### src/rtl/riscv_uart_tx_bridge.sv
// MMIO console byte sink: buffers core writes in a FIFO and serialises them as UART frames on tx.
// Optional macro UART_TX_PARITY_EN adds an even-parity bit (8E1); without it frames are 8N1.
module riscv_uart_tx_bridge #(
   parameter int CLKS_PER_BIT = 868,
   parameter int FIFO_DEPTH   = 16
) (
   input  logic                          clk,
   input  logic                          rst,
   input  logic                          io_valid,
   input  logic [7:0]                    io_data,
   output logic                          tx,
   output logic                          busy,
   output logic                          fifo_full,
   output logic [$clog2(FIFO_DEPTH):0]   fifo_count,
   output logic                          overflow
);

   localparam int AW = $clog2(FIFO_DEPTH);
   localparam int CW = AW + 1;
   localparam int BW = (CLKS_PER_BIT > 1) ? $clog2(CLKS_PER_BIT) : 1;
   localparam logic [BW-1:0] BAUD_LAST  = BW'(CLKS_PER_BIT - 1);
   localparam logic [CW-1:0] FULL_COUNT = CW'(FIFO_DEPTH);

   localparam logic [2:0] IDLE   = 3'd0;
   localparam logic [2:0] START  = 3'd1;
   localparam logic [2:0] DATA   = 3'd2;
`ifdef UART_TX_PARITY_EN
   localparam logic [2:0] PARITY = 3'd3;
`endif
   localparam logic [2:0] STOP   = 3'd4;

   logic [7:0]    mem [FIFO_DEPTH];
   logic [AW-1:0] rd_ptr;
   logic [AW-1:0] wr_ptr;
   logic [7:0]    head;
   logic          push;
   logic          pop;
   logic          has_data;
   logic          baud_last;

   logic [2:0]    state;
   logic [BW-1:0] baud;
   logic [2:0]    bit_cnt;
   logic [7:0]    shift;
`ifdef UART_TX_PARITY_EN
   logic          parity_bit;
`endif

   assign head      = mem[rd_ptr];
   assign has_data  = (fifo_count != '0);
   assign baud_last = (baud == BAUD_LAST);
   // The transmitter takes a byte when idle, or on the last stop-bit clock so frames abut.
   assign pop       = has_data && ((state == IDLE) || ((state == STOP) && baud_last));
   assign push      = io_valid && (!fifo_full || pop);
   assign fifo_full = (fifo_count == FULL_COUNT);
   assign busy      = (state != IDLE) || has_data;

   always_ff @(posedge clk) begin
      if (push) begin
         mem[wr_ptr] <= io_data;
      end
   end

   always_ff @(posedge clk or posedge rst) begin
      if (rst) begin
         rd_ptr     <= '0;
         wr_ptr     <= '0;
         fifo_count <= '0;
         overflow   <= 1'b0;
      end else begin
         if (push) begin
            wr_ptr <= wr_ptr + 1'b1;
         end
         if (pop) begin
            rd_ptr <= rd_ptr + 1'b1;
         end
         case ({push, pop})
            2'b10:   fifo_count <= fifo_count + 1'b1;
            2'b01:   fifo_count <= fifo_count - 1'b1;
            default: fifo_count <= fifo_count;
         endcase
         if (io_valid && !push) begin
            overflow <= 1'b1;
         end
      end
   end

   // tx is registered: each transition loads the level of the bit being entered.
   always_ff @(posedge clk or posedge rst) begin
      if (rst) begin
         state   <= IDLE;
         baud    <= '0;
         bit_cnt <= '0;
         shift   <= '0;
         tx      <= 1'b1;
`ifdef UART_TX_PARITY_EN
         parity_bit <= 1'b0;
`endif
      end else begin
         if ((state == IDLE) || baud_last) begin
            baud <= '0;
         end else begin
            baud <= baud + 1'b1;
         end
         if (pop) begin
            shift <= head;
`ifdef UART_TX_PARITY_EN
            parity_bit <= ^head;
`endif
         end
         case (state)
            IDLE: begin
               tx <= 1'b1;
               if (pop) begin
                  state <= START;
                  tx    <= 1'b0;
               end
            end
            START: begin
               if (baud_last) begin
                  state   <= DATA;
                  bit_cnt <= '0;
                  tx      <= shift[0];
               end
            end
            DATA: begin
               if (baud_last) begin
                  if (bit_cnt == 3'd7) begin
`ifdef UART_TX_PARITY_EN
                     state <= PARITY;
                     tx    <= parity_bit;
`else
                     state <= STOP;
                     tx    <= 1'b1;
`endif
                  end else begin
                     shift   <= {1'b0, shift[7:1]};
                     tx      <= shift[1];
                     bit_cnt <= bit_cnt + 1'b1;
                  end
               end
            end
`ifdef UART_TX_PARITY_EN
            PARITY: begin
               if (baud_last) begin
                  state <= STOP;
                  tx    <= 1'b1;
               end
            end
`endif
            STOP: begin
               if (baud_last) begin
                  if (pop) begin
                     state <= START;
                     tx    <= 1'b0;
                  end else begin
                     state <= IDLE;
                     tx    <= 1'b1;
                  end
               end
            end
            default: begin
               state <= IDLE;
               tx    <= 1'b1;
            end
         endcase
      end
   end

endmodule

### config.mk
export PLATFORM = sky130hd
export DESIGN_NAME = riscv_uart_tx_bridge
export DESIGN_NICKNAME = d
export VERILOG_FILES = /design/src/rtl/riscv_uart_tx_bridge.sv
export SDC_FILE = /design/constraint.sdc
export NUM_CORES = 1
export LEC_CHECK = 0
export ABC_CLOCK_PERIOD_IN_PS = 2900
export BUFFER_PORTS_ARGS = -buffer_cell sky130_fd_sc_hd__buf_2
export CORE_ASPECT_RATIO = 1.25
export CORE_UTILIZATION = 50
export CTS_BUF_LIST = sky130_fd_sc_hd__clkbuf_2 sky130_fd_sc_hd__clkbuf_4 sky130_fd_sc_hd__clkbuf_8
export DETAILED_ROUTE_END_ITERATION = 6
export PLACE_DENSITY_LB_ADDON = 0.1
export SLEW_MARGIN = 20
export SYNTH_ARGS = -nofsm -noshare
export SYNTH_HDL_FRONTEND = slang
export SYNTH_SLANG_ARGS = --single-unit
### constraint.sdc
create_clock -name clk -period 2.9 [get_ports clk]
set_clock_uncertainty 0.2 [all_clocks]
set_input_delay 0.145 -clock clk [delete_from_list [all_inputs] [get_ports clk]]
set_output_delay 0.145 -clock clk [all_outputs]
set_load 0.03 [all_outputs]
### Yosys cells after proc, flatten, opt, wreduce, memory -nomap -nowiden

Memory sizes are Yosys's and may differ from the RTL's.
Index checks and enable logic that the tools add are counted.

* reduce and logical (&&, ||, !) cells: 18
* muxes and demuxes: 25
* add/subtract/negate cells: 6
* equality and inequality tests: 14

Operators with widths (number)
* $mux 8: 4
* $mux 3: 8
* $ne 2x2->1 const B: 6
* $pmux 3 s4: 1
* $add 10x1->10 const B: 1
* $eq 10x10->1 const B: 1
* $mux 10: 1
* $pmux 5 s2: 1
* $add 4x1->4 const B: 2
* $mux 1: 8
* $eq 3x3->1 const B: 2
* $pmux 3 s2: 1
* $add 5x1->5 const B: 1
* $eq 5x5->1 const B: 1
* $reduce_and 5->1: 1
* $reduce_bool 5->1: 1
* $sub 5x1->5 const B: 1
* $logic_and 1x1->1: 4
* $logic_or 1x1->1: 4
* $pmux 1 s4: 1
* $reduce_and 4->1: 1
* $reduce_bool 2->1: 2
* $add 3x1->3 const B: 1
* $eq 3x1->1 const B: 1
* 7 further kinds: 8

* bits of input ports: 11
* memories: 1
* logic and storage cells: 73
* flip-flop bits (word level): 39
* memory bits (writable): 128

Memory list
* mem: words 16, bits a word 8, read ports 1, clocked after memory_dff 0, write ports 1, RTL line 32 `logic [7:0] mem [FIFO_DEPTH];`

### Longest topological paths before layout

* depth in word-level cells: 8
* gate-level depth with buffers: 11
* depth with buffers taken out: 11

### Worst setup path after synthesis

No wires, ideal clock.

* kind: reg2reg
* start: register baud[0]
* end: memory mem[3][0] (enable)
* path buffers: 1
* setup time: 395 ps
* data arrival time: 2517 ps
* data required time: 2305 ps
* cell stages (with the launch flop): 7
* path slack: -211 ps
* clock period less this slack: 3111 ps
* path through: dfrtp_1 ha_1 nand4bb_1 o41ai_4 o21ai_1 buf_2 nor4_1

* word-level cells in the longest chain between the ends: 8

Ends and longest elaborated chain
* start, declared: RTL line 42 `logic [BW-1:0] baud;`
* start signal, assigned: RTL line 103 `baud <= baud + 1'b1;`
* $eq 10x10->1: RTL line 51 `assign baud_last = (baud == BAUD_LAST);`
* $logic_and 1x1->1: RTL line 53 `assign pop = has_data && ((state == IDLE) || ((state == STOP) && baud_last));`
* $logic_or 1x1->1: RTL line 53
* $logic_and 1x1->1: RTL line 53
* $logic_or 1x1->1: RTL line 54 `assign push = io_valid && (!fifo_full || pop);`
* $logic_and 1x1->1: RTL line 54
* $mux 1: RTL line 59 `if (push) begin`
* $mux 1 (not written as such): RTL line 60 `mem[wr_ptr] <= io_data;`
* end, declared: RTL line 32

No other way between the ends.

### Worst setup path in the final report

* start: register baud[8]
* end: register fifo_count[4]

* word-level cells in the longest chain between the ends: 8

Ends and longest elaborated chain
* $eq 10x10->1 *: RTL line 51
* $logic_and 1x1->1 *: RTL line 53
* $logic_or 1x1->1 *: RTL line 53
* $logic_and 1x1->1 *: RTL line 53
* $logic_or 1x1->1: RTL line 54
* $logic_and 1x1->1: RTL line 54
* $eq 2x1->1 or $eq 2x2->1 (tied branches): RTL line 77 `case ({push, pop})`
* $pmux 5 s2 or $reduce_bool 2->1 (tied branches)
* end signal, assigned: RTL line 78 `2'b10: fifo_count <= fifo_count + 1'b1;`
* end signal, assigned: RTL line 79 `2'b01: fifo_count <= fifo_count - 1'b1;`
* end signal, assigned: RTL line 80 `default: fifo_count <= fifo_count;`
* end, declared: RTL line 14 `output logic [$clog2(FIFO_DEPTH):0] fifo_count,`

Every way passes the cells marked *; elsewhere a longest branch is shown, timed or not.
A chain may end at the register's enable or synchronous reset.

==> flow_summary.json <==
{
  "yosysTopAreaCell": "edfxtp_1",
  "setup_violations": 0,
  "synth_area_mm2": 0.00715,
  "cp_data_arrival_time_ns": 3.01,
  "wl_um": 13800,
  "diodes": 0,
  "die_w_um": 109,
  "cts.sinks": 167,
  "cp_data_required_time_ns": 3.07,
  "final_common_cell": "edfxtp_1",
  "worst_ir_drop_vdd_mv": 0.583,
  "worstSetupPathType": "reg -> reg",
  "place_congestion": 0.790,
  "end_kind": "flop",
  "yosysTopAreaCellShare_pct": 53.8,
  "cellPowerDensity_mw_per_mm2": 886,
  "min_period_ns": 2.84,
  "rows": 48,
  "setup-tns-final_ns": 0,
  "max_clock_freq_mhz": 353,
  "fp.dieH_um": 136,
  "cp-start-kind": "flop",
  "final_cells": 712,
  "ys_seq_area_share_pct": 67.4,
  "io_pins": 20,
  "layout_common_cells": "edfxtp_1, dfrtp_1, nor2_1, nand2_1, buf_4",
  "first_pass_iters": 5,
  "synth-seq-cells": 167,
  "gr-usage-all-layers_pct": 20.9,
  "synth_flop_cell": "edfxtp_1",
  "port_buffers": 19,
  "routedWlPerCell_um": 19.4,
  "die-area_mm2": 0.0148,
  "nFillCells": 1083,
  "multiInputGateArea_mm2": 0.00222,
  "clk_pin_slew_ns": 0.09,
  "status": "finished, final reports clean",
  "routed_via_density": 5.57,
  "period_share_pct": 97.8,
  "crit_fanout": 4,
  "synth_warnings": 0,
  "placedCellCount": 670,
  "syn_area_per_cell_um2": 15.3,
  "drv_cap": 0,
  "antenna_found_initial": 0,
  "cts-root-buf": "clkbuf_8",
  "cts_tree": "yes",
  "grt_setup_unrepaired": "yes",
  "grt_pass1_vias": 4020,
  "regArea_mm2": 0.00482,
  "postCtsSetupRepairBufs": 0,
  "cts_made_buffers": 17,
  "slew_viol_final": 0,
  "grt_overflow": 0,
  "clkLatencyLatePin_ns": 0.46,
  "dp.final_hpwl_um": 9420,
  "clockBufferDepth": 2,
  "core_area_mm2": 0.0139,
  "hold_violations": 0,
  "syn_to_final_growth_pct": 15.2,
  "route.detailed.drc": 0,
  "drt_iter0_markers": 201,
  "leakagePower_nw": 2.99,
  "grt_pass1_wl_um": 21900,
  "relSlewSlack_pct": 44.4,
  "nets": 547,
  "via_count": 3965,
  "drive_gt1_share_pct": 25.7,
  "htree_num_levels": 4,
  "netlist_instances": 468,
  "synth_async_sr_flop_share_pct": 23.4,
  "synth_area_leaders": "edfxtp_1, dfrtp_1, mux4_2",
  "ant_nets": 0,
  "syn_nets": 491,
  "synth.distinct_cells": 55,
  "grt_max_degree": 36,
  "tightest_slew_ns": 0.832,
  "synth_edf_count": 128,
  "hold_class": "in -> async",
  "initial_core_util_pct": 51.5
}
[cells by family after synthesis]
family,count (synthesis),share of synthesized area (%)
flip-flops,167,67.4
AND/OR/NAND/NOR,119,8.38
AO/OA/AOI/OAI,62,5.92
multiplexers,54,11.7
buffers and inverters,36,2.15
XOR/XNOR,18,2.21
adder cells (fa/ha/maj),12,2.21
[area by class of cell]
class	instances	share of cell area, %
sequential	167	58.5
clock inverter	15	2.63
tap	175	2.66
inverter	13	0.593
multi-input combinational	265	26.9
clock buffer	17	2.84
timing repair buffer	60	5.80
[state kept, by name (all words and copies together), names as in the netlist]
signal,cells
mem,128
baud,10
shift,8
fifo_count,5
rd_ptr,4
wr_ptr,4
bit_cnt,3
state,3
overflow,1
tx,1
[worst max-delay path, cell delays in order, from the launching register on]
cell	delay, ns
dfrtp_1	0.40
or3b_4	0.42
o41ai_4	0.37
nand2_2	0.13
nor2_4	0.17
ha_4	0.23
a21o_1	0.17
a21oi_2	0.13
nand2_1	0.08
o32a_1	0.28
o211ai_1	0.17
[metal layers]
metal | share of wire, % | global-route usage [%] | wire length (um)
met4 | 1.6 | 7.13 | 223
met5 | 0 | 0 | 0
met1 | 42 | 25.4 | 5840
met2 | 53 | 36.0 | 7370
met3 | 2.8 | 5.29 | 394
[synthesized netlist by cell type (6+ instances only)]
master	count
edfxtp_1	128
dfrtp_1	38
nor2_1	30
nand2_1	27
mux4_2	22
o21ai_0	19
mux2_2	17
mux2i_1	15
nand3_1	14
inv_1	13
clkbuf_1	12
xnor2_1	12
ha_1	11
a21oi_1	8
and2_1	8
nor3_1	8
a22oi_1	7
buf_2	6
xor2_1	6
[stage by stage]
stage / hold slack (ns) / power [mW] / util, % / area [um^2] / worst slack, ns
2_1_floorplan: 0.0439 / 4.80 / - / 7190 / -0.00312
3_3_place_gp: 0.138 / 5.46 / 55.3 / 7680 / 0.138
3_5_place_dp: 0.148 / 5.50 / 55.3 / 7680 / 0.0440
4_1_cts: 0.186 / 7.36 / 59.3 / 8230 / 0.0169
5_1_grt: 0.259 / 7.70 / 59.4 / 8240 / -0.0620
6_report: 0.185 / 7.29 / 59.4 / 8240 / 0.0633
[path summary, 6_finish.rpt]
kind,from,end,slack [ns],cells after the start
hold reg to reg,overflow$_DFFE_PP0P_,overflow$_DFFE_PP0P_,0.28,1
min in group clk,overflow$_DFFE_PP0P_,overflow$_DFFE_PP0P_,0.28,1
hold / removal,rst,baud[8]$_DFF_PP0_,0.18,3
setup / recovery,baud[8]$_DFF_PP0_,fifo_count[4]$_DFFE_PP0P_,0.06,10
setup reg to reg,baud[8]$_DFF_PP0_,fifo_count[4]$_DFFE_PP0P_,0.06,10
max in group asynchronous,rst,tx$_DFFE_PP1P_,1.65,4
[power by group]
part	switching, mW	internal, mW	total (mW)
clock	0.888	0.959	1.85
combinational	1.20	1.01	2.21
sequential	0.272	2.96	3.24
total	2.36	4.93	7.29
[what timing repair did]
action                     CTS  global route
hold endpoints to repair   148             0
hold buffers                10             0
resized for setup            0             5
setup endpoints to repair    0            20
No activity file was read; power rests on OpenSTA's default activity.
